--- src/rtl/mbox.sv ---
// Memory-mapped mailbox FIFO: bus writes push 32-bit words, bus reads pop them
// one cycle later through a registered read port; optional fill-level interrupt.
module mbox #(
    parameter logic [31:0] BASE_ADDR = 32'h0000_1000,
    parameter int          DEPTH     = 8
) (
    input  logic        clk,
    input  logic        rst,
    input  logic [31:0] mbox_r_addr_i,
    input  logic [31:0] mbox_w_addr_i,
    input  logic [31:0] mbox_data_i,
    input  logic        mbox_r_enable_i,
    input  logic        mbox_w_enable_i,
    output logic [31:0] mbox_data_o,
    output logic        mbox_irq_o
);
    localparam int PW = $clog2(DEPTH);
    localparam int CW = PW + 1;

    logic [31:0]   mem_q [DEPTH];
    logic [PW-1:0] wr_ptr_q, wr_ptr_d, rd_ptr_q, rd_ptr_d;
    logic [CW-1:0] count_q, count_d;
    logic          ovf_q, ovf_d, udf_q, udf_d;
    logic          irq_en_q, irq_en_d;
    logic [4:0]    thr_q, thr_d;
    logic [31:0]   data_q, data_d;
    logic          irq_q, irq_d;

    logic [31:0] r_off, w_off;
    logic [29:0] r_word, w_word;
    logic        r_hit, w_hit;
    logic [1:0]  r_idx, w_idx;

    // Window check is done on the offset so a non-16-aligned base still works.
    assign r_off  = mbox_r_addr_i - BASE_ADDR;
    assign w_off  = mbox_w_addr_i - BASE_ADDR;
    assign r_word = 30'(r_off >> 2);
    assign w_word = 30'(w_off >> 2);
    assign r_hit  = r_word < 30'd4;
    assign w_hit  = w_word < 30'd4;
    assign r_idx  = r_word[1:0];
    assign w_idx  = w_word[1:0];

    logic        empty, full;
    logic        rd_acc, pop_req, pop_ok, push_req, push_ok;
    logic        ctrl_wr, flush, clr;
    logic        ovf_set, udf_set;
    logic [31:0] status_w, ctrl_w;

    always_comb begin
        empty    = (count_q == '0);
        full     = (count_q == CW'(DEPTH));
        rd_acc   = mbox_r_enable_i && r_hit;
        pop_req  = rd_acc && (r_idx == 2'd0);
        pop_ok   = pop_req && !empty;
        udf_set  = pop_req && empty;
        ctrl_wr  = mbox_w_enable_i && w_hit && (w_idx == 2'd2);
        flush    = ctrl_wr && mbox_data_i[16];
        clr      = ctrl_wr && mbox_data_i[17];
        push_req = mbox_w_enable_i && w_hit && (w_idx == 2'd0) && !flush;
        push_ok  = push_req && (!full || pop_ok);
        ovf_set  = push_req && !push_ok;

        status_w       = '0;
        status_w[0]    = empty;
        status_w[1]    = full;
        status_w[2]    = ovf_q;
        status_w[3]    = udf_q;
        status_w[12:8] = 5'(count_q);
        ctrl_w         = '0;
        ctrl_w[0]      = irq_en_q;
        ctrl_w[12:8]   = thr_q;

        data_d = data_q;
        if (rd_acc) begin
            case (r_idx)
                2'd0:    data_d = pop_ok ? mem_q[rd_ptr_q] : 32'd0;
                2'd1:    data_d = status_w;
                2'd2:    data_d = ctrl_w;
                default: data_d = 32'd0;
            endcase
        end

        wr_ptr_d = push_ok ? wr_ptr_q + PW'(1) : wr_ptr_q;
        rd_ptr_d = pop_ok  ? rd_ptr_q + PW'(1) : rd_ptr_q;
        count_d  = count_q + CW'(push_ok) - CW'(pop_ok);
        if (flush) begin
            wr_ptr_d = '0;
            rd_ptr_d = '0;
            count_d  = '0;
        end

        // A flag raised this cycle survives a same-cycle clear-sticky.
        ovf_d = (ovf_q && !clr) || ovf_set;
        udf_d = (udf_q && !clr) || udf_set;

        irq_en_d = ctrl_wr ? mbox_data_i[0]    : irq_en_q;
        thr_d    = ctrl_wr ? mbox_data_i[12:8] : thr_q;
        irq_d    = irq_en_d && (thr_d != 5'd0) && (5'(count_d) >= thr_d);
    end

    always_ff @(posedge clk) begin
        if (rst) begin
            wr_ptr_q <= '0;
            rd_ptr_q <= '0;
            count_q  <= '0;
            ovf_q    <= 1'b0;
            udf_q    <= 1'b0;
            irq_en_q <= 1'b0;
            thr_q    <= '0;
            data_q   <= '0;
            irq_q    <= 1'b0;
        end else begin
            wr_ptr_q <= wr_ptr_d;
            rd_ptr_q <= rd_ptr_d;
            count_q  <= count_d;
            ovf_q    <= ovf_d;
            udf_q    <= udf_d;
            irq_en_q <= irq_en_d;
            thr_q    <= thr_d;
            data_q   <= data_d;
            irq_q    <= irq_d;
        end
    end

    always_ff @(posedge clk) begin
        if (!rst && push_ok) begin
            mem_q[wr_ptr_q] <= mbox_data_i;
        end
    end

    assign mbox_data_o = data_q;
    assign mbox_irq_o  = irq_q;
endmodule

--- config.mk ---
export PLATFORM = sky130hd
export DESIGN_NAME = mbox
export DESIGN_NICKNAME = d
export VERILOG_FILES = /design/src/rtl/mbox.sv
export SDC_FILE = /design/constraint.sdc
export NUM_CORES = 1
export LEC_CHECK = 0
export ABC_AREA = 1
export CAP_MARGIN = 5
export CORE_MARGIN = 5
export CORE_UTILIZATION = 50
export DETAILED_ROUTE_END_ITERATION = 12
export PLACE_DENSITY = 0.71
export SLEW_MARGIN = 20
export SYNTH_ARGS = -nofsm -noshare
export SYNTH_HDL_FRONTEND = slang
export SYNTH_SLANG_ARGS = --single-unit
--- constraint.sdc ---
create_clock -name clk -period 7.2 [get_ports clk]
set_clock_uncertainty 0.15 [all_clocks]
set_input_delay 1.08 -clock clk [delete_from_list [all_inputs] [get_ports clk]]
set_output_delay 1.08 -clock clk [all_outputs]
set_load 0.02 [all_outputs]
# After elaboration in Yosys (flattened, before gate mapping)
# Memories as Yosys holds them, arrays and structs flattened. A register that Yosys moved wholly into a read port is not among the register bits.
# Index checks and enable logic that the tools add are counted.
[totals] ff_bits=51 ram_bits=256 n_memories=1 input_bits=100
[mem_list] name="mem_q" words=8 width=32 read_ports=1 rd_clocked_by_memory_dff=1 write_ports=1 line_no="20" rtl="logic [31:0] mem_q [DEPTH];"
[classes] n_lt_le_gt_ge=3 n_addsub=6 muxes=9 eq_ne=4 n_reduce_logical=31
[ops] cell="32-bit case mux with 3 select lines" n=1
[ops] cell="32-bit by 13-bit subtractor with 32-bit output (second input constant)" n=2
[ops] cell="30-bit by 3-bit less-than comparator with 1-bit output (second input constant)" n=2
[ops] cell="32-bit two-way mux" n=1
[ops] cell="1-bit logical AND" n=17
[ops] cell="3-bit by 1-bit adder with 3-bit output (second input constant)" n=2
[ops] cell="1-bit logical NOT" n=6
[ops] cell="3-bit two-way mux" n=2
[ops] cell="4-bit by 5-bit greater-or-equal comparator with 1-bit output" n=1
[ops] cell="5-bit two-way mux" n=1
[ops] cell="5-bit nonzero test" n=1
[ops] cell="4-bit by 1-bit adder with 4-bit output" n=1
[ops] cell="2-bit equality test (second input constant)" n=2
[ops] cell="4-bit equality test (second input constant)" n=1
[ops] cell="2-bit logical NOT" n=2
[ops] cell="4-bit logical NOT" n=1
[ops] cell="4-bit two-way mux" n=1
[ops] cell="4-bit by 1-bit subtractor with 4-bit output" n=1
[ops] cell="1-bit logical OR" n=3
[ops] cell="1-bit two-way mux" n=3
[ops] cell="2-bit by 1-bit equality test with 1-bit output (second input constant)" n=1
[ops] cell="2-bit OR reduction" n=1

# Depth between registers and ports, before layout
# Gate-level depths: netlist of the first run.
[depth] depth_word=13 depth_mapped=30 mapped_depth_nobuf=29

# Least setup slack after synthesis of the first run
# Ideal clock, no wire load.
[synth_path] kind="input-to-reg" startpoint="input port mbox_r_addr_i[17]" endpoint="register irq_q (netlist: mbox_irq_o)" stages=29 setup_ps=109 required_ps=6941 path_buffers=1 arrival_ps=4390 slack_ps=2552 path_cell_list="nor2_1 > nand2_1 > nor2_2 > buf_6 > nand2_2 > nand2_2 > nand2_2 > nor2_4 > nand2_1 > nor2_4 > nand4_4 > nand2_2 > and2_4 > inv_1 > ha_1 > inv_1 > ha_1 > fa_1 > nand2_1 > inv_1 > ha_1 > a21boi_0 > o21a_1 > o21ai_0 > nand2_1 > nand3_1 > nor2_1 > nand2_1 > inv_1"
[synth_between] elab_chain_len=12
[synth_lines] element="start: declaration" line_no="9" rtl="input logic [31:0] mbox_r_addr_i,"
[synth_lines] element="32-bit by 13-bit subtractor with 32-bit output (*)" line_no="35" rtl="assign r_off = mbox_r_addr_i - BASE_ADDR;"
[synth_lines] element="30-bit by 3-bit less-than comparator with 1-bit output (*)" line_no="39" rtl="assign r_hit = r_word < 30'd4;"
[synth_lines] element="1-bit logical AND (*)" line_no="53" rtl="rd_acc = mbox_r_enable_i && r_hit;"
[synth_lines] element="1-bit logical AND (*)" line_no="54" rtl="pop_req = rd_acc && (r_idx == 2'd0);"
[synth_lines] element="1-bit logical AND (*)" line_no="55" rtl="pop_ok = pop_req && !empty;"
[synth_lines] element="1-bit logical OR" line_no="61" rtl="push_ok = push_req && (!full || pop_ok);"
[synth_lines] element="1-bit logical AND" line_no="61"
[synth_lines] element="4-bit by 1-bit adder with 4-bit output" line_no="86" rtl="count_d = count_q + CW'(push_ok) - CW'(pop_ok);"
[synth_lines] element="4-bit by 1-bit subtractor with 4-bit output (*)" line_no="86"
[synth_lines] element="4-bit two-way mux (*)" line_no="87" rtl="if (flush) begin"
[synth_lines] element="named net count_d[1]" line_no="22" rtl="logic [CW-1:0] count_q, count_d;"
[synth_lines] element="4-bit by 5-bit greater-or-equal comparator with 1-bit output (*)" line_no="99" rtl="irq_d = irq_en_d && (thr_d != 5'd0) && (5'(count_d) >= thr_d);"
[synth_lines] element="1-bit logical AND (*)" line_no="99"
[synth_lines] element="end signal: assignment" line_no="122" rtl="irq_q <= irq_d;"
[synth_lines] element="end: declaration" line_no="27" rtl="logic irq_q, irq_d;"
# The timed path passes the listed nets; every way through them passes the cells marked *.
# A chain may end at the register's enable or synchronous reset.

# Worst setup path after layout of the first run
[layout_path] startpoint="input port mbox_r_addr_i[16]" endpoint="register irq_q (netlist: mbox_irq_o)"
# Same word-level chain as after synthesis.

==> results.md, run 1 <==
- Post-synthesis instance area: 0.0137 sq mm
- Final cell utilization of the core: 0.603
- Via density per instance: 5.56
- Starting Density: 0.509
- Register share of total power: 0.542
- Power Internal: 2880 uW
- Highest clock rate: 174 MHz
- Placed Cells incl. Taps: 1,759
- Post-synth EDFFs: 256
- Cell area reported after detailed placement: 0.0153 sq mm
- Worst Setup Slack, final: 1450 ps
- Switching power share of the total: 0.196
- Dominant register cell in the synthesized netlist: edfxtp_1
- Initial antenna violation count: 2
- Flop and latch count out of synthesis: 310
- Post-cts resize count: 0
- CP startpoint kind: input pin
- Final count of hold timing violations: 0
- Final Routed Wirelength: 32,600 um
- Clock tree from TritonCTS: yes
- Remaining DRCs: 0
- Post-CTS Hold Buffers: 0
- Most area-consuming cells after synthesis: edfxtp_1 (56%), dfxtp_1 (7.9%), nand2_1 (6.8%)
- Sequential element share of the synthesized area: 0.638
- Width of the die: 176 um
- Vias in the first global route: 9,725
- Routed length per instance: 18.0 um
- DIE AREA: 0.0309 sq mm
- Yosys Warn Count: 0
- Class of the most critical setup path: in2reg
- Num CTS Buffers: 30
- Net count after synthesis: 1,449
- Share of the clock period used by the worst path after layout: 0.798
- Adder-cell area share of the yosys netlist: 0.0124
- DRT Pass-1 Iters: 6
- Leading area contributor after synthesis: edfxtp_1
- Fin. max-slew vios: 0
- Combinational family with the most area after synthesis: simple AND/OR/NAND/NOR gates
- Synth top cells by count: edfxtp_1 (256), nand2_1 (249), nor2_1 (213), o21ai_0 (124), inv_1 (96)
- RSZ-0062 raised after global routing: false
- Setup fix buffers added after clock tree synthesis: 0
- Synth-to-layout area growth: 18.6%
- Endpoint required time on the critical path: 7490 ps
- Combined global-route utilization of all metal layers: 0.207
- Area share of the largest cell type after synthesis: 0.559
- Slew headroom: 0.288
- Arrival time worst endpoint: 6030 ps
- Maximum number of pins on one net before global-route repair: 109
- Most Frequent Cell on Critical Path: nand2_1
- Setup total negative slack: 0 ps
- Setup crit end kind: flip-flop
- Worst slack at placement: 876 ps
- Slew @ Worst Pin: 1070 ps
- Simple-Gate Fraction of Synth Area: 0.193
- Largest driver fanout on the critical path: 24
- Fin area: 0.0163 sq mm
- PwrDens: 219 mW/mm^2
- Root buf cell: clkbuf_16
- Ratio of cells with drive above 1 in the final layout: 0.0773
- Most frequent cell after synthesis: edfxtp_1
- Synthesized area per cell: 10.3 sq um
- Core region area: 0.0270 sq mm
- Number of buffers on the longest clock path: 3
- Post-synthesis compound-gate area fraction: 0.106
- Leakage power of the design: 0.00580 uW
- Total overflow reported by the global router: 0
- Post-synthesis mux area share: 0
- Class of the tightest hold or removal check: reg2reg
- Final-report setup violation count: 0
- Die extent in y: 176 um
- VDD IR-drop max: 0.000190 V
- DPL Wire Length: 19,800 um
- Clock share of power: 0.422
- Beginning of the worst register-to-register path: count_q[2]
- Drt first-iter violations: 925
- Port buffer count: 128
- Clock network latency to the later pin of the worst-skew pair: 550 ps
- Vias after detailed routing: 10.1k
- Period minus WS final: 5750 ps
- Nets@finish: 1,563
- Synth cell types: 44
- XOR/XNOR share of the synthesized area: 0.00255
- Cell count after synthesis: 1,336
- Largest stage delay on the critical path: 470 ps
- Combinational fraction of design power: 0.036
- Number of nets with antenna violations after detailed routing: 0
- Net switching power of the design: 699 uW
- Run status: finished, final reports clean
- Number of antenna diodes: 0
- Final Wtd Congestion: 0.854
- Number of rows in the core area: 60
- Cell with the largest stage delay on the worst path: clkdlybuf4s50_1
- Launching instance or port of the critical path: mbox_r_addr_i[16]
- Number of maximum-capacitance violations: 0
- Worst-path clk slew: 60 ps
- CTS Sinks: 310
- Async set-reset flop share out of synthesis: 0
- Max H-tree Level: 1
- First-pass GRT wire length: 51,700 um
- Start point of the worst min-delay path: mbox_data_o[7]
- Num ports: 133
- Final standard cell count with taps included and fillers excluded: 1,815
==> path summary, 6_finish.rpt <==
path	endpoint	slack (ps)	depth (start not counted)
max reg2reg	mbox_irq_o	2460	21
min reg2reg	mbox_data_o[7]	320	2
max	mbox_irq_o	1450	30
min	mbox_data_o[7]	320	2
==> power groups by stage <==
stage / logic [uW] / clock network [uW] / registers (uW)
2_1_floorplan: 39.8 / 0 / 1980
3_3_place_gp: 126 / 0 / 1980
3_5_place_dp: 128 / 0 / 1980
4_1_cts: 129 / 1530 / 1940
5_1_grt: 141 / 1610 / 1940
6_report: 128 / 1510 / 1940
==> cell usage in the layout (no fill, tap or decap), types with 2 or more instances in the layout <==
cell type and n:
edfxtp_1 256, clkinv_1 3, nand3_1 63, nor2_2 10, o31ai_1 6, nor2_4 13
xor2_1 2, nor3_1 4, nand3_2 10, and2_1 2, clkinv_2 3, a21oi_2 2
nor2_1 209, nand3b_1 5, o221ai_1 47, clkbuf_1 13, inv_2 2, nand4_1 21
clkbuf_16 31, clkbuf_8 5, o21ai_1 17, a32o_1 6, xnor2_1 2, a21oi_1 37
clkinvlp_4 2, nand2_2 10, dfxtp_1 53, o21ai_0 124, ha_1 12, buf_4 17
inv_1 94, clkdlybuf4s50_1 128, nand2_1 249
==> cell type report <==
| cell class | instances | area [sq um] |
|---|---|---|
| Tap cell | 341 | 427 |
| Clock buffer | 49 | 893 |
| Fill cell | 2200 | 10700 |
| Clock inverter | 7 | 62.6 |
| Inverter | 98 | 369 |
| Timing Repair Buffer | 145 | 1410 |
| Multi-Input combinational cell | 865 | 4370 |
| Sequential cell | 310 | 8770 |
==> cells by family after synthesis <==
| family | Yosys count |
|---|---|
| AND/OR/NAND/NOR | 605 |
| flip-flops | 310 |
| AO/OA/AOI/OAI | 243 |
| buffers and inverters | 161 |
| adder cells (fa/ha/maj) | 13 |
| XOR/XNOR | 4 |
==> per-layer routing <==
| metal | GRT usage | wire (um) | part of all wire | up-vias |
|---|---|---|---|---|
| li1 | - | - | - | 4882 |
| met5 | 0 | 25 | 0.00077 | - |
| met4 | 0.0484 | 713 | 0.022 | 4 |
| met3 | 0.0301 | 1850 | 0.057 | 59 |
| met2 | 0.350 | 16000 | 0.49 | 312 |
| met1 | 0.287 | 14100 | 0.43 | 4826 |
==> critical path, delay by kind of cell <==
kind,cells,cell delay [ps]
adder cells (fa/ha/maj),4,1130
AND/OR/NAND/NOR,17,2660
XOR/XNOR,1,220
AO/OA/AOI/OAI,2,230
buffers and inverters,6,690
==> sequential cells by signal (all words and copies together) (netlist names), 3 cells and up, named ones only <==
| register | flops |
|---|---|
| rd_ptr_q | 3 |
| thr_q | 5 |
| wr_ptr_q | 3 |
| count_q | 4 |
| mem_q | 256 |
| mbox_data_o | 32 |
==> through the flow <==
stage / hold slack, ps / power (uW)
global placement: 302 / 2100
floorplan: 290 / 2020
detailed placement: 309 / 2100
global route: 344 / 3690
CTS: 321 / 3600
finish: 318 / 3570
No activity file was read; power rests on OpenSTA's default activity.
==> run 2, diff against run 1 <==
- clock period: 7.2 -> 5.95 ns (I/O delays scaled with it)
==> run 2 against run 1 <==
  * First-iteration DRC count is 13% lower
  * Sequential cell count is the same
  * Count of clock-buffer cells in the layout down 3
  * Critical path type unchanged
==> results.md, run 2 (synthesized netlist as in run 1, its figures left out) <==
- Launching instance or port of the critical path: mbox_r_addr_i[21]
- Number of rows in the core area: 60 (unchanged)
- CTS Sinks: 310 (unchanged)
- Number of maximum-capacitance violations: 0 (unchanged)
- Flop-to-flop setup slack: 1260 ps (-1200 ps)
- Num ports: 133 (unchanged)
- Die extent in y: 176 um (unchanged)
- Number of antenna diodes: 0 (unchanged)
- Setup total negative slack: 0 ps (unchanged)
- Slew @ Worst Pin: 1010 ps (-52.7 ps)
- Setup crit end kind: flip-flop
- Root buf cell: clkbuf_16
- First-pass GRT wire length: 50,800 um (-1.8%)
- PwrDens: 264 mW/mm^2 (+20%)
- Run status: finished, final reports clean
- Number of cells on the worst hold path: 2 (unchanged)
- Combined global-route utilization of all metal layers: 0.203 (-0.00409)
- WHS: 312 ps (-6.46 ps)
- Fill cell count: 2,190 (-0.45%)
- Cell area reported after detailed placement: 0.0154 sq mm (+0.29%)
- Slew headroom: 0.323 (+0.0344)
- Final Wtd Congestion: 0.845 (-1.1%)
- Post-CTS Hold Buffers: 0 (unchanged)
- Fin area: 0.0163 sq mm (+0.15%)
- Clock share of power: 0.420 (-0.002)
- Highest clock rate: 189 MHz
- Remaining DRCs: 0 (unchanged)
- End of the worst register-to-register path: mbox_irq_o
- Depth of the most critical reg-to-reg path: 22 (+4.8%)
- DIE AREA: 0.0309 sq mm (unchanged)
- Post-cts resize count: 0 (unchanged)
- Start point of the worst min-delay path: mbox_data_o[4]
- Final Routed Wirelength: 32,300 um (-0.86%)
- Total overflow reported by the global router: 0 (unchanged)
- Core region area: 0.0270 sq mm (unchanged)
- Starting Density: 0.509 (unchanged)
- Number of buffers on the longest clock path: 3 (unchanged)
- Beginning of the worst register-to-register path: count_q[2]
- Multi-input gate area: 0.00437 sq mm (unchanged)
- Class of the tightest hold or removal check: reg2reg
- Final-report setup violation count: 0 (unchanged)
- Endpoint required time on the critical path: 6230 ps (-1260 ps)
- Kind of cell adding the most delay to the critical path: simple AND/OR/NAND/NOR gates
- Most common library cell in the layout ignoring fill and taps: edfxtp_1
- Net switching power of the design: 832 uW (+19%)
- Arrival time worst endpoint: 5590 ps (-440 ps)
- Routed length per instance: 17.8 um (-1.0%)
- Drt first-iter violations: 808 (-13%)
- Power Internal: 3480 uW (+21%)
- Worst-path clk slew: 60 ps (about the same)
- Maximum number of pins on one net before global-route repair: 85 (-22%)
- Width of the die: 176 um (unchanged)
- Final count of hold timing violations: 0 (unchanged)
- Period minus WS final: 5300 ps
- Register ranked first by flip-flop count: mem_q
- Number of flip-flops in the largest register: 256 (unchanged)
- Ratio of cells with drive above 1 in the final layout: 0.0812 (+0.00391)
- Register area: 0.00877 sq mm (unchanged)
- Setup fix buffers added after clock tree synthesis: 0 (unchanged)
- Clock network latency to the later pin of the worst-skew pair: 530 ps (-20 ps)
- Port buffer count: 128 (unchanged)
- Register share of total power: 0.544 (+0.002)
- DRT Pass-1 Iters: 6 (unchanged)
- Largest driver fanout on the critical path: 23 (-4.2%)
- CP startpoint kind: input pin
- Endpoint with the worst hold slack: mbox_data_o[4]
- Largest stage delay on the critical path: 470 ps (about the same)
- Nets@finish: 1,568 (+0.32%)
- Initial antenna violation count: 2 (unchanged)
- DPL Wire Length: 19,400 um (-2.3%)
- Via density per instance: 5.53 (-0.53%)
- Cell with the largest stage delay on the worst path: clkdlybuf4s50_1
- Synth-to-layout area growth: 18.8%
- Most Frequent Cell on Critical Path: nand2_1
- Class of the most critical setup path: in2reg
- Number of nets with antenna violations after detailed routing: 0 (unchanged)
- Leakage power of the design: 0.00583 uW (+0.45%)
- Vias in the first global route: 9,598 (-1.3%)
- Share of the clock period used by the worst path after layout: 0.891
- Vias after detailed routing: 10.0k (-0.37%)
- Max H-tree Level: 1 (unchanged)
- Switching power share of the total: 0.193 (-0.00244)
- Num CTS Buffers: 29 (-3.3%)
- VDD IR-drop max: 0.000259 V (+36%)
- RSZ-0062 raised after global routing: false
- Final cell utilization of the core: 0.604 (+0.000926)
- Fin. max-slew vios: 0 (unchanged)
- Highest-count cells in the layout ignoring fill and taps: edfxtp_1 (256), nand2_1 (249), nor2_1 (209), clkdlybuf4s50_1 (128), o21ai_0 (124)
- Clock tree from TritonCTS: yes
- CP bufs+invs: 7 (+1)
- Combinational fraction of design power: 0.036 (about the same)
[run 2: routing by layer]
metal / vias up / global-route usage / routed length, um
met5: - / 0 / 32
met4: 4 / 0.0517 / 698
met3: 53 / 0.0267 / 1710
met2: 281 / 0.349 / 15800
met1: 4815 / 0.276 / 14100
li1: 4893 / - / -
[run 2: how the worst max path moves through the flow]
| stage | endpoint | slack [ps] | cells after the start |
|---|---|---|---|
| 5_1_grt | mbox_irq_o | 270 | 28 |
| 3_5_place_dp | mbox_irq_o | 160 | 27 |
| 4_1_cts | mbox_irq_o | 710 | 28 |
| 3_3_place_gp | mbox_irq_o | 210 | 28 |
| 6_report | mbox_irq_o | 650 | 28 |
| 2_1_floorplan | mbox_irq_o | 1490 | 29 |
[run 2: cell type report]
cell class                      instances  share of cell area
Timing Repair Buffer                  151              0.0890
Clock inverter                          7             0.00529
Sequential cell                       310               0.537
Inverter                               98              0.0226
Clock buffer                           46              0.0520
Multi-Input combinational cell        865               0.268
Tap cell                              341              0.0261
[run 2: metrics by stage]
stage / instances / total power, uW / setup slack, ps
final: 1818 / 4310 / 649
after global routing: 1818 / 4440 / 272
after floorplan: 1336 / 2440 / 1490
after global placement: 1765 / 2540 / 215
after CTS: 1818 / 4330 / 707
after detailed placement: 1765 / 2540 / 162
[run 2: power groups by stage]
| stage | sequential, uW | combinational (uW) | clock [uW] |
|---|---|---|---|
| 5_1_grt | 2340 | 169 | 1930 |
| 3_5_place_dp | 2390 | 154 | 0 |
| 2_1_floorplan | 2390 | 48.2 | 0 |
| 4_1_cts | 2340 | 155 | 1840 |
| 3_3_place_gp | 2390 | 152 | 0 |
| 6_report | 2340 | 155 | 1810 |
[run 2: worst min-delay path: stages (launching register included)]
cell and delay, ps:
dfxtp_1 310, nand2_1 60, a21oi_1 50
==> variant: new RTL, config.mk and constraints of run 2 <==
Register the inputs `mbox_r_addr_i`, `mbox_w_addr_i`, `mbox_data_i`, `mbox_r_enable_i` and `mbox_w_enable_i` before use, without a reset. The logic sees them one clock later.
--- a/src/rtl/mbox.sv
+++ b/src/rtl/mbox.sv
@@ -17,6 +17,20 @@
     localparam int PW = $clog2(DEPTH);
     localparam int CW = PW + 1;
 
+    logic [31:0] mbox_r_addr_q;
+    logic [31:0] mbox_w_addr_q;
+    logic [31:0] mbox_data_q;
+    logic mbox_r_enable_q;
+    logic mbox_w_enable_q;
+
+    always_ff @(posedge clk) begin
+        mbox_r_addr_q   <= mbox_r_addr_i;
+        mbox_w_addr_q   <= mbox_w_addr_i;
+        mbox_data_q     <= mbox_data_i;
+        mbox_r_enable_q <= mbox_r_enable_i;
+        mbox_w_enable_q <= mbox_w_enable_i;
+    end
+
     logic [31:0]   mem_q [DEPTH];
     logic [PW-1:0] wr_ptr_q, wr_ptr_d, rd_ptr_q, rd_ptr_d;
     logic [CW-1:0] count_q, count_d;
@@ -32,8 +46,8 @@
     logic [1:0]  r_idx, w_idx;
 
     // Window check is done on the offset so a non-16-aligned base still works.
-    assign r_off  = mbox_r_addr_i - BASE_ADDR;
-    assign w_off  = mbox_w_addr_i - BASE_ADDR;
+    assign r_off  = mbox_r_addr_q - BASE_ADDR;
+    assign w_off  = mbox_w_addr_q - BASE_ADDR;
     assign r_word = 30'(r_off >> 2);
     assign w_word = 30'(w_off >> 2);
     assign r_hit  = r_word < 30'd4;
@@ -50,14 +64,14 @@
     always_comb begin
         empty    = (count_q == '0);
         full     = (count_q == CW'(DEPTH));
-        rd_acc   = mbox_r_enable_i && r_hit;
+        rd_acc   = mbox_r_enable_q && r_hit;
         pop_req  = rd_acc && (r_idx == 2'd0);
         pop_ok   = pop_req && !empty;
         udf_set  = pop_req && empty;
-        ctrl_wr  = mbox_w_enable_i && w_hit && (w_idx == 2'd2);
-        flush    = ctrl_wr && mbox_data_i[16];
-        clr      = ctrl_wr && mbox_data_i[17];
-        push_req = mbox_w_enable_i && w_hit && (w_idx == 2'd0) && !flush;
+        ctrl_wr  = mbox_w_enable_q && w_hit && (w_idx == 2'd2);
+        flush    = ctrl_wr && mbox_data_q[16];
+        clr      = ctrl_wr && mbox_data_q[17];
+        push_req = mbox_w_enable_q && w_hit && (w_idx == 2'd0) && !flush;
         push_ok  = push_req && (!full || pop_ok);
         ovf_set  = push_req && !push_ok;
 
@@ -94,8 +108,8 @@
         ovf_d = (ovf_q && !clr) || ovf_set;
         udf_d = (udf_q && !clr) || udf_set;
 
-        irq_en_d = ctrl_wr ? mbox_data_i[0]    : irq_en_q;
-        thr_d    = ctrl_wr ? mbox_data_i[12:8] : thr_q;
+        irq_en_d = ctrl_wr ? mbox_data_q[0]    : irq_en_q;
+        thr_d    = ctrl_wr ? mbox_data_q[12:8] : thr_q;
         irq_d    = irq_en_d && (thr_d != 5'd0) && (5'(count_d) >= thr_d);
     end
 
@@ -125,7 +139,7 @@
 
     always_ff @(posedge clk) begin
         if (!rst && push_ok) begin
-            mem_q[wr_ptr_q] <= mbox_data_i;
+            mem_q[wr_ptr_q] <= mbox_data_q;
         end
     end
 
Formal check against the unedited RTL: not equivalent (a bounded check fails within 4 cycles, from zero or initial values and one cycle with rst high).
==> variant against run 2 <==
Wire length grew 3.8%; total power rose by 34%; count of clock-buffer cells in the layout up 20; critical endpoint unchanged; area after synthesis is 11% higher; sequential share of layout area increased by 4.3 points; cell area rose by 12%; worst setup slack improved by 0.82 ns; sequential cell count grew 94; worst hold slack better by 0.0033 ns; clock power up 44%; die area grew 10%; register-to-register slack improved by 0.20 ns; critical path type is now flip-flop to flip-flop; utilization grew 0.076 points.
==> variant: results (changes against run 2) <==
| Quantity | Reported | Change |
| --- | --- | --- |
| Met1 usage in global routing | 26.3% | -1.3 points |
| Met3 usage | 2.88% | +0.21 points |
| Drt first pass iters | 7 | +1 |
| Total wire length after detailed routing | 33.5 mm | +3.8% |
| Leak pwr | 6.55 nW | +12% |
| Drt via density | 5.39 | -2.5% |
| Placed cells | 1,815 | +2.8% |
| Met2 usage | 32.6% | -2.4 points |
| Worst EP arrival | 4.78 ns | -0.81 ns |
| Slowest cell on the critical path | fa_1 |  |
| Vias in the first global route | 10,200 | +5.8% |
| Critical path fanouts, max | 24 | +4.3% |
| Standard cell area after detailed placement | 16,900 sq um | +10% |
| Post-synth net total | 1,448 | -0.069% |
| Worst slack at placement | 1.48 ns | +1.31 ns |
| Worst-Margin Slew | 1.02 ns | +0.00479 ns |
| Comb group | 0.000112 W | -28% |
| Largest cells by area after synthesis | edfxtp_1 (50%), dfxtp_1 (19%), nor2_1 (5.1%) |  |
| Final std cells w/o fill | 1,893 | +4.1% |
| Flip-flop and latch power | 0.00305 W | +30% |
| Synth cell count leaders | edfxtp_1 (256), nor2_1 (206), nand2_1 (205) |  |
| Synth unique cells | 45 | +2.3% |
| Highest ir drop seen on vdd | 0.233 mV | -9.8% |
| Net count, final | 1,576 | +0.51% |
| Switching share of total power | 19.6% | +0.31 points |
| Wire length of the first global-routing pass | 52.6 mm | +3.7% |
| Result of the run | completed |  |
| Depth of the CTS H-tree | 2 | +1 |
| GRT Util Overall | 19.5% | -0.85 points |
| Sum of net half-perimeters after detailed placement | 20.0 mm | +3.5% |
variant: worst paths after layout:
path / start / end / slack, ns
hold / removal: mbox_data_o[28] / mbox_data_o[28] / 0.31
hold reg to reg: mbox_data_o[28] / mbox_data_o[28] / 0.31
setup reg to reg: mbox_r_addr_q[14] / mbox_irq_o / 1.46
setup / recovery: mbox_r_addr_q[14] / mbox_irq_o / 1.46
variant: area by class of cell:
type / count / area (sq um)
Clock inverter: 12 / 115
Timing Repair Buffer: 143 / 1410
Fill cell: 2388 / 12000
Tap cell: 396 / 495
Inverter: 75 / 284
Clock buffer: 66 / 1310
Sequential cell: 404 / 10700
Multi-Input combinational cell: 797 / 4100
variant: kinds of logic (layout without fill, tap and decap cells):
family | Yosys count | in the layout | synth area share, %
AO/OA/AOI/OAI | 253 | 253 | 10.0
AND/OR/NAND/NOR | 528 | 528 | 15.2
buffers and inverters | 134 | 296 | 3.57
XOR/XNOR | 3 | 3 | 0.173
adder cells (fa/ha/maj) | 13 | 13 | 1.12
flip-flops | 404 | 404 | 69.9
